<file path="config.mk">
export PLATFORM = sky130hd
export DESIGN_NAME = memtest_disp_sched
export DESIGN_NICKNAME = d
export VERILOG_FILES = /design/src/rtl/memtest_disp_pkg.sv /design/src/rtl/bcd_counter.sv /design/src/rtl/memtest_disp_sched.sv
export SDC_FILE = /design/constraint.sdc
export NUM_CORES = 1
export LEC_CHECK = 0
export CORE_ASPECT_RATIO = 1.25
export CORE_MARGIN = 2
export CORE_UTILIZATION = 59
export CTS_CLUSTER_SIZE = 14
export DETAILED_ROUTE_END_ITERATION = 16
export PLACE_DENSITY = 0.95
export SLEW_MARGIN = 10
export SYNTH_ARGS = -nofsm -noshare
export SYNTH_HDL_FRONTEND = slang
export SYNTH_SLANG_ARGS = --single-unit
</file>
<file path="constraint.sdc">
create_clock -name clk -period 6.4 [get_ports clk]
set_clock_uncertainty 0.05 [all_clocks]
set_input_delay 0.96 -clock clk [delete_from_list [all_inputs] [get_ports clk]]
set_output_delay 0.96 -clock clk [all_outputs]
set_load 0.05 [all_outputs]
</file>
<file path="src/rtl/memtest_disp_pkg.sv">
// Shared types and constants for the memory-tester status display scheduler.
package memtest_disp_pkg;

   typedef enum logic [1:0] {
      IDLE = 2'd0,
      RUN  = 2'd1,
      ERR  = 2'd2
   } state_t;

   typedef logic [3:0] bcd_digit_t;

   // Background colours, packed as {g[1:0], r[1:0], b[1:0]}
   localparam logic [5:0] COL_IDLE = 6'b000010;
   localparam logic [5:0] COL_RUN  = 6'b100000;
   localparam logic [5:0] COL_ERR  = 6'b001000;
   localparam logic [5:0] COL_OFF  = 6'b000000;

   localparam logic [31:0] BCD8_MAX = 32'h9999_9999;
   localparam logic [15:0] MMSS_MAX = 16'h9959;

endpackage

</file>
<file path="src/rtl/bcd_counter.sv">
// Saturating multi-digit BCD counter; MOD60_LO makes the low digit pair count 00..59.
module bcd_counter
   import memtest_disp_pkg::*;
#(
   parameter int unsigned          DIGITS   = 8,
   parameter logic [4*DIGITS-1:0]  MAXVAL   = '1,
   parameter bit                   MOD60_LO = 1'b0
) (
   input  logic                clk,
   input  logic                reset_n,
   input  logic                clear,
   input  logic                inc,
   output logic [4*DIGITS-1:0] value,
   output logic                sat
);

   logic [4*DIGITS-1:0] cnt_q;
   logic [4*DIGITS-1:0] cnt_nxt;

   always_comb begin
      logic       carry;
      bcd_digit_t lim;
      bcd_digit_t d;
      cnt_nxt = cnt_q;
      carry   = 1'b1;
      lim     = 4'd9;
      d       = '0;
      for (int unsigned i = 0; i < DIGITS; i++) begin
         d   = cnt_q[4*i +: 4];
         lim = (MOD60_LO && i == 1) ? 4'd5 : 4'd9;
         if (carry) begin
            if (d == lim) begin
               cnt_nxt[4*i +: 4] = '0;
            end else begin
               cnt_nxt[4*i +: 4] = d + 4'd1;
               carry             = 1'b0;
            end
         end
      end
   end

   assign sat   = (cnt_q == MAXVAL);
   assign value = cnt_q;

   always_ff @(posedge clk or negedge reset_n) begin
      if (!reset_n)         cnt_q <= '0;
      else if (clear)       cnt_q <= '0;
      else if (inc && !sat) cnt_q <= cnt_nxt;
   end

endmodule

</file>
<file path="src/rtl/memtest_disp_sched.sv">
// Status sequencer for the 720x400@70 display; snapshots all fields on vsync rise.
// Optional MEMTEST_ERRADDR_EN: rez2 shows the last failing address instead of the error count.
module memtest_disp_sched
   import memtest_disp_pkg::*;
#(
   parameter int unsigned TICK_DIV     = 14000000,
   parameter int unsigned BLINK_FRAMES = 35,
   parameter logic [15:0] FREQ_DEFAULT = 16'h0100
) (
   input  logic        clk,
   input  logic        reset_n,
   input  logic        vs_in,
   input  logic        test_run,
   input  logic        pass_strobe,
   input  logic        err_strobe,
   input  logic [31:0] err_addr,
   input  logic        key_sel,
   input  logic        key_up,
   output logic [15:0] freq_set,
   output logic [31:0] rez1,
   output logic [31:0] rez2,
   output logic [1:0]  rez3,
   output logic [15:0] elapsed,
   output logic [15:0] freq,
   output logic [7:0]  mark,
   output logic [5:0]  bg
);

   localparam int unsigned DIV_W = (TICK_DIV > 1) ? $clog2(TICK_DIV) : 1;
   localparam int unsigned FRM_W = (BLINK_FRAMES > 1) ? $clog2(BLINK_FRAMES) : 1;
   localparam logic [DIV_W-1:0] DIV_LAST = DIV_W'(TICK_DIV - 1);
   localparam logic [FRM_W-1:0] FRM_LAST = FRM_W'(BLINK_FRAMES - 1);

   state_t           state_q, state_nxt;
   logic             test_run_q, vs_q1, vs_q2, vs_rise, phase_q;
   logic             active, idle, run_start, sec_tick;
   logic [DIV_W-1:0] div_q;
   logic [FRM_W-1:0] frame_q;
   logic [1:0]       cursor_q, dig_sel;
   bcd_digit_t       dig_cur;
   logic [15:0]      freq_nxt, elapsed_cnt;
   logic [31:0]      pass_cnt, err_cnt, rez2_nxt;
   logic             pass_sat, err_sat, el_sat;
   logic [7:0]       mark_nxt;
   logic [5:0]       bg_nxt;

   assign idle      = (state_q == IDLE);
   assign active    = !idle;
   assign run_start = idle && test_run && !test_run_q;
   assign sec_tick  = active && (div_q == DIV_LAST);
   assign vs_rise   = vs_q1 && !vs_q2;

   always_comb begin
      state_nxt = state_q;
      case (state_q)
         IDLE:    if (run_start) state_nxt = RUN;
         RUN:     if (!test_run) state_nxt = IDLE;
                  else if (err_strobe) state_nxt = ERR;
         ERR:     if (!test_run) state_nxt = IDLE;
         default: state_nxt = IDLE;
      endcase
   end

   bcd_counter #(.DIGITS(8), .MAXVAL(BCD8_MAX), .MOD60_LO(1'b0)) u_pass (
      .clk(clk), .reset_n(reset_n), .clear(run_start), .inc(active && pass_strobe),
      .value(pass_cnt), .sat(pass_sat));

   bcd_counter #(.DIGITS(8), .MAXVAL(BCD8_MAX), .MOD60_LO(1'b0)) u_err (
      .clk(clk), .reset_n(reset_n), .clear(run_start), .inc(active && err_strobe),
      .value(err_cnt), .sat(err_sat));

   bcd_counter #(.DIGITS(4), .MAXVAL(MMSS_MAX), .MOD60_LO(1'b1)) u_elapsed (
      .clk(clk), .reset_n(reset_n), .clear(run_start), .inc(sec_tick),
      .value(elapsed_cnt), .sat(el_sat));

`ifdef MEMTEST_ERRADDR_EN
   logic [31:0] err_addr_q;
   always_ff @(posedge clk or negedge reset_n) begin
      if (!reset_n)                  err_addr_q <= '0;
      else if (active && err_strobe) err_addr_q <= err_addr;
   end
   assign rez2_nxt = err_addr_q;
`else
   logic unused_err_addr;
   assign unused_err_addr = ^err_addr;
   assign rez2_nxt        = err_cnt;
`endif

   // Cursor 0 selects the leftmost freq digit, i.e. nibble index 3
   assign dig_sel = 2'd3 - cursor_q;
   assign dig_cur = freq_set[{dig_sel, 2'b00} +: 4];

   always_comb begin
      freq_nxt = freq_set;
      freq_nxt[{dig_sel, 2'b00} +: 4] = (dig_cur == 4'd9) ? 4'd0 : dig_cur + 4'd1;
   end

   always_comb begin
      mark_nxt = '0;
      if (idle && phase_q) mark_nxt[{1'b0, dig_sel}] = 1'b1;
      case (state_q)
         RUN:     bg_nxt = COL_RUN;
         ERR:     bg_nxt = phase_q ? COL_ERR : COL_OFF;
         default: bg_nxt = COL_IDLE;
      endcase
   end

   always_ff @(posedge clk or negedge reset_n) begin
      if (!reset_n) begin
         state_q    <= IDLE;
         test_run_q <= 1'b0;
         vs_q1      <= 1'b0;
         vs_q2      <= 1'b0;
         div_q      <= '0;
         frame_q    <= '0;
         phase_q    <= 1'b1;
         cursor_q   <= '0;
         freq_set   <= FREQ_DEFAULT;
      end else begin
         state_q    <= state_nxt;
         test_run_q <= test_run;
         vs_q1      <= vs_in;
         vs_q2      <= vs_q1;
         if (run_start)   div_q <= '0;
         else if (active) div_q <= (div_q == DIV_LAST) ? '0 : div_q + DIV_W'(1);
         if (vs_rise)     frame_q <= (frame_q == FRM_LAST) ? '0 : frame_q + FRM_W'(1);
         if (state_nxt != state_q)           phase_q <= 1'b1;
         else if (vs_rise && frame_q == FRM_LAST) phase_q <= !phase_q;
         // key_up wins over key_sel so a simultaneous press edits the old cursor position
         if (idle && key_up)       freq_set <= freq_nxt;
         else if (idle && key_sel) cursor_q <= cursor_q + 2'd1;
      end
   end

   always_ff @(posedge clk or negedge reset_n) begin
      if (!reset_n) begin
         rez1    <= '0;
         rez2    <= '0;
         rez3    <= '0;
         elapsed <= '0;
         freq    <= FREQ_DEFAULT;
         mark    <= '0;
         bg      <= COL_IDLE;
      end else if (vs_rise) begin
         rez1    <= pass_cnt;
         rez2    <= rez2_nxt;
         rez3    <= (pass_sat || err_sat || el_sat) ? 2'd3 : state_q;
         elapsed <= elapsed_cnt;
         freq    <= freq_set;
         mark    <= mark_nxt;
         bg      <= bg_nxt;
      end
   end

endmodule

</file>
After elaboration in Yosys (flattened, before gate mapping)
Index checks and enable logic that the tools add are counted.

storage, ports and cells
  bits in registers = 246
  bits of input ports = 40
  output and inout port bits = 128
  word-level logic and storage cells = 254

cells by class
  add/subtract/negate cells = 26
  $lt $le $gt $ge = 2
  eq/ne operators = 30
  shifts and indexed selects = 3
  multiplexer cells = 93
  bitwise logic cells = 1
  reductions and logical operators = 63

operators by type and width
  kind                                                                    number
  4-bit 2-to-1 mux                                                        40
  32-bit 2-to-1 mux                                                       4
  4-bit by 1-bit adder with 4-bit output, second input constant           21
  4-bit equality test, second input constant                              20
  24-bit 2-to-1 mux                                                       3
  32-bit equality test, second input constant                             2
  2-bit nonzero test                                                      21
  2-bit AND reduction                                                     18
  1-bit 2-to-1 mux                                                        34
  16-bit 2-to-1 mux                                                       2
  24-bit by 1-bit adder with 24-bit output, second input constant         1
  24-bit equality test, second input constant                             1
  16-bit bitwise mux                                                      1
  16-bit equality test, second input constant                             1
  4-bit by 6-bit variable shift with 16-bit output, first input constant  1
  16-bit by 5-bit variable part select with 4-bit output                  1
  4-bit by 6-bit variable part select with 16-bit output                  1
  1-bit logical AND                                                       14
  6-bit one-hot mux with 2 select lines                                   1
  2-bit 2-to-1 mux                                                        5
  1-bit logical NOT                                                       7
  6-bit by 1-bit adder with 6-bit output, second input constant           1
  6-bit equality test, second input constant                              1
  6-bit 2-to-1 mux                                                        1
  15 further kinds                                                        16

Depth between registers and ports, before layout
Gate-level depths: netlist (run 1).

  depth in word-level cells = 11
  mapped depth = 9
  depth with buffers taken out = 7

Hierarchy
A second synthesis (run 1) with hierarchy kept.

unflattened totals
  cell total of the unflattened synthesis = 1,279
  area, all modules = 11,969.0 µm²

modules (own cells, without submodules)
  module                   times used  cells an instance  area each (µm²)  seq. area each (µm²)
  memtest_disp_sched       1           757                6,966.7          3,983.8
  bcd_counter (u_err ...)  2           205                1,958.1          800.8
  bcd_counter (u_elapsed)  1           112                1,086.0          400.4

Least setup slack after synthesis (run 1)
Ideal clock, no wire load.

  kind = input port to flip-flop
  from = input port pass_strobe
  to = register u_pass.cnt_q[26], in the netlist u_pass.value[26]
  library setup time = 0.078 ns
  arrival time = 2.355 ns
  data required time = 6.272 ns
  path slack = 3.917 ns
  stages on the path = 5
  path buffers = 0
  cells stage by stage = nand2b_1 -> nor4_4 -> nand4_1 -> or4_1 -> a21oi_1

between the ends
  word-level cells in the longest chain between the ends = 4

ends and longest elaborated chain
  element                               RTL line                  text
  start: declaration                    memtest_disp_sched.sv:14  input logic pass_strobe,
  1-bit logical AND                     memtest_disp_sched.sv:65  .clk(clk), .reset_n(reset_n), .clear(run_start), .inc(active && pass_strobe),
  1-bit logical AND                     bcd_counter.sv:48         else if (inc && !sat) cnt_q <= cnt_nxt;
  2-bit nonzero test (no source line)   --
  2-bit AND reduction (no source line)  --
  end signal: assignment                bcd_counter.sv:48
  end: declaration                      bcd_counter.sv:17         logic [4*DIGITS-1:0] cnt_q;

Every way passes these cells.
A chain may end at the register's enable or synchronous reset.

Final worst setup path (run 1)
  from = register state_q[0]
  to = register u_pass.cnt_q[26], in the netlist u_pass.value[26]

between the ends
  word-level cells in the longest chain between the ends = 6
  elaborated cells on any way between the ends = 10
  classes of those cells = mux (1); reduce/logical (9)

ends and longest elaborated chain
  element                               RTL line                   text
  start: declaration                    memtest_disp_sched.sv:34   state_t state_q, state_nxt;
  start signal: assignment              memtest_disp_sched.sv:120  state_q <= state_nxt;
  2-bit logical NOT (*)                 memtest_disp_sched.sv:47   assign idle = (state_q == IDLE);
  1-bit logical NOT                     memtest_disp_sched.sv:48   assign active = !idle;
  1-bit logical AND                     memtest_disp_sched.sv:65
  1-bit logical AND                     bcd_counter.sv:48
  2-bit nonzero test (no source line)   --
  2-bit AND reduction (no source line)  --

Every way passes the cells marked *; elsewhere a longest branch is shown, timed or not.

==> results of run 1 <==
[cells in the final DEF, fill, tap and decap left out, types with 6 or more instances in the layout]
cell,Yosys,routed
a21o_1,8,8
a21oi_1,52,51
a22o_1,20,20
a31oi_1,17,17
a41oi_1,6,6
and2_1,7,7
and3_1,6,6
and3b_1,12,12
clkbuf_16,0,23
clkdlybuf4s50_1,0,127
conb_1,1,7
dfrtp_1,235,235
ha_1,56,56
inv_1,40,40
mux2i_1,10,10
nand2_1,330,330
nand2b_1,7,6
nand3_1,59,59
nand3b_1,16,16
nand4_1,16,16
nor2_1,45,44
nor3_1,12,12
nor4_1,15,15
o211ai_1,8,8
o21ai_0,67,67
o31ai_1,13,13
or3_1,31,31
or4_1,12,12
xor2_1,6,6
[layer usage]
metal,track usage,part of all wire,vias to the layer above
met3,0.0434,0.058,83
li1,-,-,4518
met2,0.443,0.51,377
met1,0.342,0.40,4830
met5,0,0,-
met4,0.0924,0.028,0
[final timing paths]
| check | slack, ns | end | cells after the start |
|---|---|---|---|
| max | 3.41 | u_pass.value[26] | 8 |
| min | 0.35 | rez2[27] | 1 |
| max reg2reg | 3.41 | u_pass.value[26] | 8 |
| min reg2reg | 0.42 | freq[8] | 2 |
| max in group asynchronous | 4.69 | freq[11] | 2 |
| min in group clk | 0.42 | freq[8] | 2 |
[stage by stage]
stage,power [mW],cell area (sq um)
6_report,4.36,13800
2_1_floorplan,2.68,11700
4_1_cts,4.36,13800
3_3_place_gp,2.99,13100
3_5_place_dp,3.04,13100
5_1_grt,4.55,13800
[registers in the layout (all words and copies together), names as in the netlist, 2 cells and up]
register,cells
rez2,32
frame_q,6
elapsed,16
div_q,24
u_elapsed.value,16
rez3,2
u_err.value,32
cursor_q,2
freq_set,16
u_pass.value,32
mark,4
freq,16
state_q,2
bg,3
rez1,32
[report_power, final]
group          switching (mW)  leakage [nW]  internal (mW)
Clock                   0.563         0.352          0.748
Combinational           0.767          2.80          0.374
Sequential              0.215          3.26           1.69
Total                    1.55          6.42           2.81
[worst max-delay path, delay by kind of cell, from the launching register on]
family / cells / cell delay (ns)
adders and majority gates: 1 / 0.21
DFF: 1 / 0.43
and+or+nand+nor: 4 / 1.69
AOI/OAI and AO/OA: 1 / 0.17
buffers and inverters: 2 / 0.35
[cell families after synthesis]
family                     share of synthesized area
AOI/OAI and AO/OA                              0.117
other                                       0.000322
buffers and inverters                         0.0356
muxes                                         0.0173
adders and majority gates                     0.0601
xor gates and xnor gates                     0.00826
and+or+nand+nor                                0.248
DFF                                            0.513
[layout make-up]
cell class              instances  area [sq um]  area share
repair buffers                134          1340      0.0971
inverters                      40           150      0.0108
flip-flops and latches        239          5990       0.432
well taps                     265           332      0.0239
clock buffers                  32           649      0.0469
clock inverters                 8          70.1     0.00506
multi-input cells             904          5320       0.384
==> metrics, run 1 <==
Layout area overhead 18.7%; half-perimeter wire length after placement 18.0 mm; Critical Setup Path Class reg2reg; clk slew on worst S/H paths 0.06 ns; routability congestion estimate 0.844; Cell variety after synth 68; # hold bufs at CTS 0; leakage 6.42 nW; htree depth 1; Setup Slack @ Placement 3.07 ns; overall routing resource usage 0.262; total setup buffers inserted after CTS 0; CTS Buf Count 23; RSZ-0062 raised after global routing no; worst min-delay path class in2async; warnings from Yosys 0; # IOs 168; CP endpoint kind flop; Worst-Skew Late Latency 0.51 ns; final instance count without filler cells 1622; vias in the first global route 9530; placed cells 1582; fin crit share 0.467; DRT iter0 DRCs 811; first-pass GRT wire length 45.5 mm; most frequent cell after synthesis nand2_1; reg-to-reg critical path startpoint state_q[0]; DR pass1 iterations 5; Max stage delay cell, worst path nor4_4; chip width 130 microns; synth top area cells dfrtp_1 (50%), nand2_1 (11%), ha_1 (6.0%), o21ai_0 (2.9%), nand3_1 (2.5%); FILL cells 1317; max cap viols 0; final setup fails 0; top post-synthesis cells by count nand2_1 (330), dfrtp_1 (235), o21ai_0 (67), nand3_1 (59), ha_1 (56); Avg Vias per Cell 6.05; antenna cells 0; DRT antenna net count 0; CTS max path bufs 3; CTS tree done; grt total ovfl 0; Crit. Startpoint state_q[0]; Die ar. 20900 sq um; outcome finished, final reports clean; setup TNS 0 ns; synthesized flop and latch total 239; Post-route DRC 0; largest net degree at the start of global routing 170; setup ws final 3.41 ns; PD cells 315 nW/um^2; row cnt 57; Startpoint Class flop; layout cell share with drive strength beyond 1 0.0575; final hold vios 0; sequential area share after synthesis 0.513; Top FF cell, synth dfrtp_1; Nets 1438; maximum VDD drop 0.252 mV; crit-path max cell delay 0.54 ns; EDFF count, synth 0; Async SR Flop Fraction 1.00; Core Area 19400 sq um; post-layout min period 2.99 ns; DR vias 9808; mapped cell area 11700 sq um; area leader, netlist dfrtp_1; Syn Inst Count 1232; end-of-flow core utilization 0.714; Post-Syn Area per Cell 9.46 sq um; DR WL/cell 16.7 microns; crit path DAT 3.36 ns; Slew HR 0.402; Slew Viols, Final 0; Max Freq 335 MHz; Initial Util 0.601; hold slack final 0.347 ns; Worst-Margin Slew 0.897 ns; Die Y-Extent 161 microns; worst path cell trace inv_1 -> ha_1 -> buf_4 -> nand2b_1 -> nor4_4 -> nand4_1 -> or4_1 -> a21oi_1; Resize count post-CTS 0; Sink Count 239; WP data required 6.77 ns; IO Port Bufs 128; top cell type's share of synthesized area 0.504; clk root buf clkbuf_16; initial antenna violation count 0; Post-Route WL 27.1 mm; crit-path max FO 20
(Power assumes the default switching activity.)
==> run 2, diff against run 1 <==
CORE_UTILIZATION = 50   (was 59)
PLACE_DENSITY = 0.88   (was 0.95)
clock period = 2.6 ns   (was 6.4 ns; I/O delays follow)
==> run 2 against run 1 <==
  * Setup slack worse by 3.2 ns
  * Via count fell by 2.0%
  * Wire length about the same
  * Utilization is 9.2 points lower
  * Sequential power is 150% higher
  * Critical endpoint is now u_err.value[11]
  * Largest cell class unchanged
  * Highest routed layer unchanged
==> metrics, run 2 (synthesized netlist as in run 1, its figures left out) <==
PD cells 774 nW/um^2 (was 315 nW/um^2); htree depth 1 (unchanged); DRT antenna net count 0 (unchanged); half-perimeter wire length after placement 18.9 mm (was 18.0 mm); Worst-Margin Slew 0.825 ns (was 0.897 ns); outcome finished, final reports clean (unchanged); Initial Util 0.508 (was 0.601); setup TNS 0 ns (unchanged); Avg Vias per Cell 5.73 (was 6.05); crit-path max FO 7 (was 20); Sink Count 239 (unchanged); IO Port Bufs 128 (unchanged); max cap viols 0 (unchanged); Die Y-Extent 175 microns (was 161 microns); clk root buf clkbuf_16 (unchanged); Max Freq 411 MHz (was 335 MHz); Layout area overhead 22.4% (was 18.7%); worst min-delay path class in2reg (was in2async); most frequent cells in the layout nand2_1 (330), dfrtp_1 (235), clkdlybuf4s50_1 (127) (unchanged); fin crit share 0.935 (was 0.467); post-layout min period 2.43 ns (was 2.99 ns); initial antenna violation count 0 (unchanged); layout cell share with drive strength beyond 1 0.0806 (was 0.0575); Worst-Skew Late Latency 0.51 ns (about the same); Crit. Startpoint u_err.value[20] (was state_q[0]); DR pass1 iterations 7 (was 5); row cnt 62 (was 57); Area after DPL 13400 sq um (was 13100 sq um); vias in the first global route 9337 (was 9530); reg-to-reg critical path startpoint u_err.value[20] (was state_q[0]); CP endpoint kind flop (unchanged); Critical Setup Path Class reg2reg (unchanged); first-pass GRT wire length 45.0 mm (was 45.5 mm); maximum VDD drop 0.430 mV (was 0.252 mV); DRT iter0 DRCs 710 (was 811); Post-route DRC 0 (unchanged); CTS Buf Count 23 (unchanged); CTS max path bufs 3 (unchanged); crit path DAT 2.80 ns (was 3.36 ns); hold slack final 0.297 ns (was 0.347 ns); DR vias 9616 (was 9808); leakage 6.63 nW (was 6.42 nW); RSZ-0062 raised after global routing no (unchanged); Die ar. 24600 sq um (was 20900 sq um); final instance area 14300 sq um (was 13800 sq um); Slew HR 0.445 (was 0.402); # IOs 168 (unchanged); clk slew on worst S/H paths 0.06 ns (about the same); DR WL/cell 16.2 microns (was 16.7 microns); chip width 141 microns (was 130 microns); min-delay src vs_in; Core Area 23000 sq um (was 19400 sq um); grt total ovfl 0 (unchanged); overall routing resource usage 0.218 (was 0.262); Slew Viols, Final 0 (unchanged); Startpoint Class flop (unchanged); Post-Route WL 27.1 mm (about the same); CTS tree done (unchanged); WP data required 2.97 ns (was 6.77 ns); routability congestion estimate 0.888 (was 0.844); final setup fails 0 (unchanged); antenna cells 0 (unchanged); commonest non-fill, non-tap cell in the layout nand2_1 (unchanged); final hold vios 0 (unchanged); Nets 1472 (was 1438); largest net degree at the start of global routing 91 (was 170)
run 2: path summary, 6_finish.rpt:
path	endpoint	slack, ns	cells past startpoint
setup reg to reg	u_err.value[11]	0.17	6
max in group asynchronous	u_pass.value[13]	1.28	3
hold reg to reg	rez2[22]	0.42	2
setup / recovery	u_err.value[11]	0.17	6
hold / removal	vs_q1	0.30	1
min in group asynchronous	elapsed[4]	0.43	2
run 2: through the flow:
step	total power [mW]	std cells	setup WS [ns]	utilization
after global placement	7.48	1634	0.112	0.585
after global routing	11.5	1678	0.00306	0.622
final	11.0	1678	0.168	0.622
after detailed placement	7.60	1634	0.0375	0.585
after floorplan	6.58	1238	0.310	-
after CTS	11.1	1674	0.0659	0.620
run 2: critical path, stage by stage, from the launching register on:
cell	delay, ns
dfrtp_1	0.47
ha_1	0.20
and3b_1	0.32
nand4_1	0.32
o31ai_1	0.59
nand2_1	0.20
o22ai_1	0.19
run 2: timing repair:
action	in CTS	in global routing
pin swaps	0	2
setup endpoints to repair	1	15
hold endpoints to repair	84	0
gates resized for setup	1	1
cloned	0	0
hold buffers	1	0
setup buffers	0	4
run 2: final cells by class:
class | count | area (sq um)
multi-input cells | 904 | 5320
clock buffers | 33 | 673
well taps | 288 | 360
inverters | 40 | 150
repair buffers | 168 | 1680
clock inverters | 6 | 110
flip-flops and latches | 239 | 5990
fillers | 1773 | 8680
run 2: report_power, final:
part           total (mW)  switching (mW)  internal [mW]
clock network        3.47            1.38           2.09
logic                2.90            1.90           1.01
registers            4.67           0.517           4.16
total                11.0            3.80           7.25
run 2: per-layer routing:
layer  vias up  global-route usage  part of all wire
met3        51              0.0337             0.057
met1      4690               0.277              0.41
met4         0              0.0683             0.025
li1       4589                   -                 -
met5         -                   0                 0
met2       286               0.385              0.51
==> run 3, diff against run 2 <==
--- a/config.mk
+++ b/config.mk
@@ -9,6 +9,6 @@
 export CORE_MARGIN = 2
-export CORE_UTILIZATION = 50
+export CORE_UTILIZATION = 59
 export CTS_CLUSTER_SIZE = 14
 export DETAILED_ROUTE_END_ITERATION = 16
-export PLACE_DENSITY = 0.88
+export PLACE_DENSITY = 0.95
 export SLEW_MARGIN = 10
==> constraint.sdc (replaced) <==
create_clock -name clk -period 2.85 [get_ports clk]
set_clock_uncertainty 0.05 [all_clocks]
set_input_delay 0.57 -clock clk [delete_from_list [all_inputs] [get_ports clk]]
set_output_delay 0.57 -clock clk [all_outputs]
set_load 0.05 [all_outputs]
==> run 3 against run 2 <==
  * Total power decreased by 11%
  * Critical path depth stayed put
  * Combinational power shrank 6%
  * Worst hold slack lost 0.29 ns
  * Wire length is 6.7% higher
  * Die area down 15%
  * Sequential power is 8.1% lower
  * Utilization up 10 points
  * Global-route usage increased by 6.2 points
  * Cell area down 1.7%
  * Register-to-register slack improved by 0.02 ns
  * Critical path type unchanged
  * Highest routed layer unchanged
==> metrics, run 3 (synthesized netlist as in run 1, its figures left out) <==
outcome finished, final reports clean (unchanged); Max Freq 376 MHz (was 411 MHz); final instance count without filler cells 1641 (was 1678); worst reg2reg path depth 6 (unchanged); crit-path max cell delay 0.56 ns (was 0.59 ns); Worst-Skew Late Latency 0.51 ns (about the same); RSZ-0062 raised after global routing no (unchanged); Critical Setup Path Class reg2reg (unchanged); htree depth 1 (unchanged); clk root buf clkbuf_16 (unchanged); crit path DAT 3.03 ns (was 2.80 ns); DR vias 9976 (was 9616); CTS tree done (unchanged); Sink Count 239 (unchanged); PD cells 698 nW/um^2 (was 774 nW/um^2); worst min-delay path class in2async (was in2reg); Worst-Margin Slew 0.834 ns (was 0.825 ns); Nets 1462 (was 1472); routability congestion estimate 0.914 (was 0.888); FILL cells 1274 (was 1773); Post-route DRC 0 (unchanged); overall routing resource usage 0.280 (was 0.218); leakage 6.53 nW (was 6.63 nW); clk slew on worst S/H paths 0.06 ns (about the same); setup TNS 0 ns (unchanged); placed cells 1606 (was 1634); fin crit share 0.932 (was 0.935); CTS max path bufs 3 (unchanged); vias in the first global route 10000 (was 9337); Core Area 19400 sq um (was 23000 sq um); Die Y-Extent 161 microns (was 175 microns); Max stage delay cell, worst path nor4_4 (was o31ai_1); chip width 130 microns (was 141 microns); Avg Vias per Cell 6.08 (was 5.73); first-pass GRT wire length 48.3 mm (was 45.0 mm); antenna cells 0 (unchanged); CTS Buf Count 22 (was 23); max cap viols 0 (unchanged); IO Port Bufs 128 (unchanged); final hold vios 0 (unchanged); DRT antenna net count 0 (unchanged); final setup fails 0 (unchanged); Post-Route WL 28.9 mm (was 27.1 mm); Slew Viols, Final 0 (unchanged); # IOs 168 (unchanged); CP endpoint kind flop (unchanged); post-layout min period 2.66 ns (was 2.43 ns); WP data required 3.23 ns (was 2.97 ns); flip-flop and latch area 5990 sq um (unchanged); Die ar. 20900 sq um (was 24600 sq um); crit-path max FO 18 (was 7); DR WL/cell 17.6 microns (was 16.2 microns); # hold bufs at CTS 0 (was 1); Startpoint Class flop (unchanged); row cnt 57 (was 62); largest net degree at the start of global routing 83 (was 91); Layout area overhead 20.4% (was 22.4%); layout cell share with drive strength beyond 1 0.0698 (was 0.0806); Multi-input gate area 5320 sq um (about the same); grt total ovfl 0 (unchanged); DR pass1 iterations 5 (was 7); half-perimeter wire length after placement 19.3 mm (was 18.9 mm); DRT iter0 DRCs 1233 (was 710); maximum VDD drop 0.466 mV (was 0.430 mV); commonest non-fill, non-tap cell in the layout nand2_1 (unchanged); Initial Util 0.601 (was 0.508); most frequent cells in the layout nand2_1 (330), dfrtp_1 (235), clkdlybuf4s50_1 (127) (unchanged); worst path cell trace ha_1 -> nand3_1 -> nor4_4 -> nand3_4 -> or4_1 -> a21oi_1 (was ha_1 -> and3b_1 -> nand4_1 -> o31ai_1 -> nand2_1 -> o22ai_1); Slew HR 0.439 (was 0.445); initial antenna violation count 0 (unchanged)
==> run 3: cell count changes in the layout (fill, tap and decap cells not counted) <==
cell	delta
dlygate4sd3_1	-1
clkinvlp_4	-2
bufinv_16	-3
clkinv_2	+1
o2111ai_1	+1
clkbuf_1	+2
o2111ai_2	-1
clkbuf_8	-3
buf_4	-8
==> run 3: worst paths after layout <==
check / startpoint / endpoint / slack [ns]
max in group asynchronous: reset_n / rez2[2] / 2.03
worst max register to register: div_q[0] / u_elapsed.value[4] / 0.19
min in group clk: freq[6] / freq[6] / 0.42
worst min register to register: freq[6] / freq[6] / 0.42
worst min-delay path: reset_n / rez2[22] / 0.005
worst max-delay path: div_q[0] / u_elapsed.value[4] / 0.19
==> run 3: metrics by stage <==
stage / hold WS, ns / area, sq um / total power, mW / utilization / worst slack, ns
floorplan: 0.224 / 11700 / 6.01 / - / 0.560
global placement: 0.389 / 13400 / 6.82 / 0.689 / 0.154
detailed placement: 0.406 / 13400 / 6.95 / 0.689 / 0.0913
CTS: 0.0281 / 14000 / 9.76 / 0.723 / 0.0677
global route: 0.0486 / 14000 / 10.2 / 0.724 / 0.0197
finish: 0.00453 / 14000 / 9.79 / 0.724 / 0.192
==> run 3: critical path: cells and delay by family (launching register included) <==
kind	cells	cell delay (ns)
adder cells (fa/ha/maj)	1	0.28
AO/OA/AOI/OAI	1	0.19
AND/OR/NAND/NOR	4	1.60
flip-flops	1	0.45
==> run 3: area by class of cell <==
| class | instances | share of cell area |
|---|---|---|
| clock buffer | 32 | 0.0455 |
| clock inverter | 2 | 0.000713 |
| inverter | 40 | 0.0107 |
| multi-input combinational | 904 | 0.379 |
| sequential | 239 | 0.426 |
| tap | 265 | 0.0236 |
| timing repair buffer | 159 | 0.114 |
==> run 3: report_power, final <==
part / leakage, nW / total [mW] / switching [mW] / internal, mW
registers: 3.26 / 4.29 / 0.498 / 3.79
clock network: 0.320 / 2.78 / 1.24 / 1.54
logic: 2.95 / 2.72 / 1.80 / 0.922
==> run 3: routing by layer <==
layer  share of wire  wire [microns]  track usage  vias to the layer above
met2            0.52           15100        0.485                      441
li1                -               -            -                     4549
met4           0.027             795       0.0948                        0
met3           0.065            1880       0.0414                       73
met1            0.39           11100        0.359                     4913
met5               0               0            0                        -
==> run 3: repair_timing <==
item	4_1_cts	5_1_grt
setup endpoints to repair	0	3
setup buffers	0	1
gates resized for setup	0	0
